--- src/rtl/cache_port_arbiter.sv ---
// Round-robin two-requester front end for a single-port direct-mapped cache.
// One access in flight at a time, fixed miss-penalty stall, saturating hit/miss counters.
module cache_port_arbiter #(
   parameter int ADDR_W       = 32,
   parameter int DATA_W       = 32,
   parameter int MISS_PENALTY = 4,
   parameter int COUNT_W      = 16
) (
   input  logic                clk,
   input  logic                reset_n,
   input  logic [1:0]          req_valid,
   output logic [1:0]          req_ready,
   input  logic [2*ADDR_W-1:0] req_addr,
   input  logic [1:0]          req_we,
   input  logic [2*DATA_W-1:0] req_wdata,
   output logic [1:0]          resp_valid,
   output logic [DATA_W-1:0]   resp_rdata,
   output logic                resp_hit,
   output logic                cache_valid,
   output logic [ADDR_W-1:0]   cache_address,
   output logic                cache_is_write,
   output logic [DATA_W-1:0]   cache_write_data,
   input  logic                cache_hit,
   input  logic [DATA_W-1:0]   cache_read_data,
   output logic [COUNT_W-1:0]  hit_count,
   output logic [COUNT_W-1:0]  miss_count
);
   localparam int PEN_W = (MISS_PENALTY > 1) ? $clog2(MISS_PENALTY + 1) : 1;

   typedef struct packed {
      logic [ADDR_W-1:0] addr;
      logic              we;
      logic [DATA_W-1:0] wdata;
   } req_t;

   typedef enum logic [1:0] {IDLE, ACCESS, MISS_WAIT, RESP} state_t;

   state_t           state, state_nxt;
   req_t [1:0]       req;
   req_t             cur;
   logic             cur_id;
   logic             last_grant;
   logic             grant_id;
   logic             accept;
   logic [PEN_W-1:0] pen_cnt;

   for (genvar i = 0; i < 2; i++) begin : g_req
      assign req[i] = '{addr:  req_addr[i*ADDR_W +: ADDR_W],
                        we:    req_we[i],
                        wdata: req_wdata[i*DATA_W +: DATA_W]};
   end

   // Tie goes to whoever was not served last; a lone requester always wins.
   always_comb begin
      grant_id = req_valid[1];
      if (&req_valid) grant_id = ~last_grant;
   end

   assign accept    = (state == IDLE) && (|req_valid);
   assign req_ready = accept ? (grant_id ? 2'b10 : 2'b01) : 2'b00;

   always_comb begin
      state_nxt = state;
      case (state)
         IDLE:      if (accept) state_nxt = ACCESS;
         ACCESS:    state_nxt = (cache_hit || MISS_PENALTY == 0) ? RESP : MISS_WAIT;
         MISS_WAIT: if (pen_cnt <= PEN_W'(1)) state_nxt = RESP;
         RESP:      state_nxt = IDLE;
         default:   state_nxt = IDLE;
      endcase
   end

   always_ff @(posedge clk or negedge reset_n) begin
      if (!reset_n) begin
         state      <= IDLE;
         cur        <= '0;
         cur_id     <= 1'b0;
         last_grant <= 1'b1;
         pen_cnt    <= '0;
         resp_rdata <= '0;
         resp_hit   <= 1'b0;
         hit_count  <= '0;
         miss_count <= '0;
      end else begin
         state <= state_nxt;
         if (accept) begin
            cur        <= req[grant_id];
            cur_id     <= grant_id;
            last_grant <= grant_id;
         end
         if (state == ACCESS) begin
            resp_rdata <= cache_read_data;
            resp_hit   <= cache_hit;
            pen_cnt    <= PEN_W'(MISS_PENALTY);
            if (cache_hit) begin
               if (hit_count != '1) hit_count <= hit_count + 1'b1;
            end else begin
               if (miss_count != '1) miss_count <= miss_count + 1'b1;
            end
         end else if (state == MISS_WAIT) begin
            pen_cnt <= pen_cnt - 1'b1;
         end
      end
   end

   // Cache pins carry the latched request; they read as zero straight out of reset.
   assign cache_valid      = (state == ACCESS);
   assign cache_address    = cur.addr;
   assign cache_is_write   = cur.we;
   assign cache_write_data = cur.wdata;
   assign resp_valid       = (state == RESP) ? (cur_id ? 2'b10 : 2'b01) : 2'b00;

endmodule

--- config.mk ---
export PLATFORM = sky130hd
export DESIGN_NAME = cache_port_arbiter
export DESIGN_NICKNAME = d
export VERILOG_FILES = /design/src/rtl/cache_port_arbiter.sv
export SDC_FILE = /design/constraint.sdc
export NUM_CORES = 1
export LEC_CHECK = 0
export CAP_MARGIN = 10
export CORE_AREA = 2 2 156 158
export DETAILED_ROUTE_END_ITERATION = 8
export DIE_AREA = 0 0 158 160
export PLACE_DENSITY = 0.58
export SLEW_MARGIN = 20
export SYNTH_ARGS = -nofsm -noshare
export SYNTH_HDL_FRONTEND = slang
export SYNTH_SLANG_ARGS = --single-unit
--- constraint.sdc ---
create_clock -name clk -period 2.4 [get_ports clk]
set_input_delay 0.48 -clock clk [delete_from_list [all_inputs] [get_ports clk]]
set_output_delay 0.48 -clock clk [all_outputs]
set_load 0.005 [all_outputs]
== After elaboration in Yosys (flattened, before gate mapping) ==
Cells that the tools add are included.

* Order comparisons: 2
* Reduce and logical (&&, ||, !) cells: 8
* Mux-type cells: 13
* Bitwise gates (word level): 2
* Eq/ne operators: 7
* $add $sub $neg: 3

{| class="wikitable"
|+ Operators by type and width
! operator !! count
|-
| 2-to-1 mux 65 bit || 2
|-
| adder 16 x 1 -> 16 bit, second input constant || 2
|-
| != test 16 bit, second input constant || 2
|-
| 2-to-1 mux 2 bit || 6
|-
| one-hot mux 2 bit (4 select lines) || 1
|-
| 2-to-1 mux 3 bit || 2
|-
| AND reduction 3 bit || 2
|-
| == test 2 bit, second input constant || 2
|-
| != test 2 bit, second input constant || 2
|-
| AND reduction 2 bit || 2
|-
| less-or-equal comparator 3 x 1 -> 1 bit, second input constant || 1
|-
| subtractor 3 x 1 -> 3 bit, second input constant || 1
|-
| == test 2 x 1 -> 1 bit, second input constant || 1
|-
| logical NOT 2 bit || 1
|-
| less-than comparator 1 x 2 -> 1 bit, second input constant || 1
|-
| 2-to-1 mux 1 bit || 2
|-
| inverter 1 bit || 2
|-
| nonzero test 2 bit || 1
|-
| OR reduction 2 bit || 1
|-
| logical AND 1 bit || 1
|}

* Word-level logic and storage cells: 46
* Input port bits: 167
* Register bits: 137
* Output and inout port bits: 135

== Logic depth before layout (Yosys ltp) ==
* Depth in word-level cells: 4
* Depth in mapped cells: 8
* Gate-level depth less buffers: 6

== Worst setup path before layout ==
Ideal clock, no wire load.

* Kind: flip-flop to flip-flop
* Start: register state[1]
* End: register resp_rdata[25]
* Setup time: 0.125 ns
* Data arrival time: 1.767 ns
* Path buffers: 2
* Clock period less this slack: 1.892 ns
* Path slack: 0.508 ns
* Cell stages (with the launch flop): 6
* Cells stage by stage: dfrtp_1 -> inv_1 -> ha_1 -> clkbuf_1 -> clkbuf_1 -> mux2_2

* Word-level cells in the longest chain between the ends: 1

{| class="wikitable"
|+ RTL lines
! item !! line !! source
|-
| start, declared || 38 || <nowiki>state_t state, state_nxt;</nowiki>
|-
| start signal, assigned || 85 || <nowiki>state <= state_nxt;</nowiki>
|-
| == test 2 x 1 -> 1 bit || -- ||
|-
| via cache_valid || 19 || <nowiki>output logic cache_valid,</nowiki>
|-
| end signal, assigned || 92 || <nowiki>resp_rdata <= cache_read_data;</nowiki>
|-
| end, declared || 17 || <nowiki>output logic [DATA_W-1:0] resp_rdata,</nowiki>
|}

The timed path passes the listed nets, and every way through them passes these cells.
A chain may end at the register's enable or synchronous reset.

== Worst setup path in the final report ==
* Start: register state[1]
* End: output cache_valid

* Word-level cells in the longest chain between the ends: 1

{| class="wikitable"
|+ RTL lines
! item !! line !! source
|-
| == test 2 x 1 -> 1 bit || 107 || <nowiki>assign cache_valid = (state == ACCESS);</nowiki>
|-
| end, declared || 19 ||
|}

No other way between the ends.

==> impl_metrics.csv <==
group,metric,value,unit
global_route,grtUsageTotal,15.1,%
detailed_routing,drt_first_pass_iters,9,
placed_design,io_buffers,301,
logic_synthesis,synth.net_count,656,
die,dieArea,25300,um^2
timing,hold_viol,0,
cells_and_area,antennaDiodeCount,0,
logic_synthesis,syn_inst,481,
detailed_routing,drcViolationCount,3,
clock_tree,insertion_delay,0.42,ns
clock_tree,clock_path_buffers,2,
die,core-area,23800,um^2
logic_synthesis,synth_flop_cell,"dfrtp_1",
cells_and_area,fillers,2330,
setup_path,cp-start-kind,"flip-flop",
timing,post-route-period-util,94.7,%
placed_design,pre_cts_slack,-0.0500,ns
pwr,leakagePower,4.36,nW
logic_synthesis,synth_edf_count,0,
cells_and_area,multiInputGateArea,2070,um^2
die,fp.dieH,160,um
timing,fin_worst_skew,0.0122,ns
cells_and_area,nets,966,
outcome,status,"finished, violations left",
clock_tree,htreeDepth,4,
setup_path,cp_data_required_time,1.92,ns
global_route,grt_pass1_vias,5246,
logic_synthesis,yosysWarnings,0,
clock_tree,cts_root_buf,"clkbuf_16",
detailed_routing,wl,19.0,mm
timing,fmax,0.440,GHz
global_route,grt-ovfl-total,0,
clock_tree,clock-sinks,137,
global_route,antenna_found_initial,1,
timing,period_needed,2.27,ns
detailed_routing,vias,5231,
hold_path,hold_path.class,"in -> async",
cells_and_area,drive_above_1_share,12.4,%
setup_path,cp.arrival,1.79,ns
setup_path,crit_path_end_kind,"output port",
detailed_routing,viasPerCell,4.64,
pwr,irDropWorstVdd,0.000463,V
timing,worst_pin_slew,0.751,ns
setup_path,reg2reg_slack,0.39,ns
die,start_util,24.4,%
global_route,grt_pass1_wl,29.7,mm
die,num_rows,57,
timing,setup_slack,0.128,ns
placed_design,dpl.hpwl,13.7,mm
clock_tree,cts_tree,"yes",
placed_design,gp_congestion,0.754,
timing,rsz0062_at_grt,"no",
logic_synthesis,synthArstFlopShare,100,%
die,io_pins,302,
cells_and_area,fin_util,41.9,%
logic_synthesis,ys_seq_area_share,58.9,%
outcome,violations,"DRC",
logic_synthesis,synth_cell_types,46,
clock_tree,path_clk_slew,0.07,ns
setup_path,crit_type,"reg -> out",
detailed_routing,drt_iter0_markers,496,
timing,slew_headroom,49.9,%
timing,setup_viol,0,
detailed_routing,ant_nets,0,
global_route,grt_max_degree,66,
logic_synthesis,avgSynthCellArea,12.1,um^2
clock_tree,cts_hold_buf,0,
cells_and_area,ff_latch_area,3430,um^2
detailed_routing,avgRoutedWirePerCell,16.9,um
cells_and_area,area_growth,71.6,%
die,fp.dieW,158,um
logic_synthesis,synth_seq_cells,137,
clock_tree,cts-buffers-inserted,17,
pwr,p_per_area,1160,nW/um^2
flow_run,maxCapViolCount,0,
logic_synthesis,synthesis.area,5820,um^2
setup_path,critPathMaxFanout,10,
timing,finalMaxSlewViolations,0,
## where the power goes
group / leakage (nW) / total (mW) / switching, mW / internal (mW)
clock: 0.311 / 2.85 / 1.12 / 1.73
sequential: 1.70 / 3.89 / 0.616 / 3.28
combinational: 2.34 / 4.83 / 1.86 / 2.97
## layout make-up
cell class	instances	share of cell area, %
timing repair buffer	316	31.8
inverter	73	2.74
clock inverter	13	1.84
clock buffer	19	4.53
tap	324	4.06
multi-input combinational	246	20.7
sequential	137	34.3
## critical path, cell delays in order, from the launching register on
cell and delay (ns):
dfrtp_1 0.40, inv_2 0.11, ha_2 0.30, clkdlybuf4s50_1 0.56
## cells in the final DEF (no fill, tap or decap), types with 2 or more instances in the layout
cell,count
clkdlybuf4s50_1,297
dfrtp_1,136
inv_1,72
a222oi_1,65
mux2_2,34
nand2_1,19
clkbuf_16,17
nand3_1,13
xnor2_1,13
nand4_1,13
xor2_1,12
nor2_1,11
buf_4,11
nor3_1,7
o21ai_0,6
ha_1,6
a31oi_1,4
buf_12,4
and4_1,3
nor4_1,3
bufinv_16,3
inv_6,3
inv_8,3
clkinv_4,3
dlygate4sd2_1,3
nor2b_1,2
a21oi_4,2
and3_2,2
a41oi_1,2
and3_1,2
or2_2,2
a21o_1,2
o21a_1,2
clkbuf_8,2
## synthesized netlist by cell type (2+ instances only)
cell type	instances	area, um^2
nand3_1	13	65.1
and3_2	2	15.0
a31oi_1	4	25.0
dfrtp_1	136	3400
a41oi_1	2	17.5
clkbuf_1	20	75.1
nor3_1	7	35.0
o21a_1	2	15.0
ha_1	8	100
nor2_1	11	41.3
xnor2_1	13	114
buf_2	2	10.0
mux2_2	34	383
o21ai_0	6	30.0
and4_1	3	26.3
xor2_1	12	105
a222oi_1	65	651
a21oi_1	3	15.0
nor4_1	3	18.8
inv_1	73	274
and3_1	2	12.5
a21o_1	2	15.0
nand2_1	19	71.3
buf_1	3	11.3
nand4_1	13	81.3
or2_2	2	12.5
nor2b_1	2	12.5
## logic make-up after synthesis
logic type,synth area share (%)
compound gates,14.2
mux,6.58
buf+inv,6.36
xor+xnor,3.76
fa+ha+maj,1.72
flops,58.9
simple gates,8.47
## per-stage QoR
| step | total power [mW] | instances | area, um^2 | hold WS (ns) | setup TNS [ns] |
|---|---|---|---|---|---|
| 3_5_place_dp | 8.75 | 1095 | 9340 | 0.488 | -0.0500 |
| 5_1_grt | 12.3 | 1128 | 9990 | 0.0390 | 0 |
| 3_3_place_gp | 8.71 | 1095 | 9340 | 0.483 | -0.0654 |
| 4_1_cts | 11.7 | 1128 | 9990 | 0.0305 | 0 |
| 6_report | 11.6 | 1128 | 9990 | 0.0158 | 0 |
| 2_1_floorplan | 5.86 | 481 | 5820 | 0.184 | 0 |
## registers in the layout, indices dropped and copies added, names as in the netlist
name              cells
cache_address        32
cache_is_write        1
cache_write_data     32
cur_id                1
hit_count            16
last_grant            1
miss_count           16
pen_cnt               3
resp_hit              1
resp_rdata           32
state                 2
## repair_timing
| item | in CTS | in global routing |
|---|---|---|
| resized for setup | 6 | 0 |
| endpoints found under the setup margin | 2 | 0 |
| buffers inserted | 1 | 0 |
## per-layer routing
layer	global-route usage (%)	vias up	wire [um]
met5	0	-	16
met3	4.50	19	1300
met2	24.5	196	9340
met1	19.5	2597	8110
met4	4.14	2	267
li1	-	2417	-
## final timing paths
check | startpoint | endpoint | cells past startpoint
worst max-delay path | state[1] | cache_valid | 3
worst min-delay path | reset_n | resp_rdata[20] | 1
worst max register to register | state[0] | cache_write_data[16] | 7
worst min register to register | cache_write_data[5] | cache_write_data[5] | 2
max in group asynchronous | reset_n | last_grant | 2
min in group clk | cache_write_data[5] | cache_write_data[5] | 2
No activity file was read; power rests on OpenSTA's default activity.
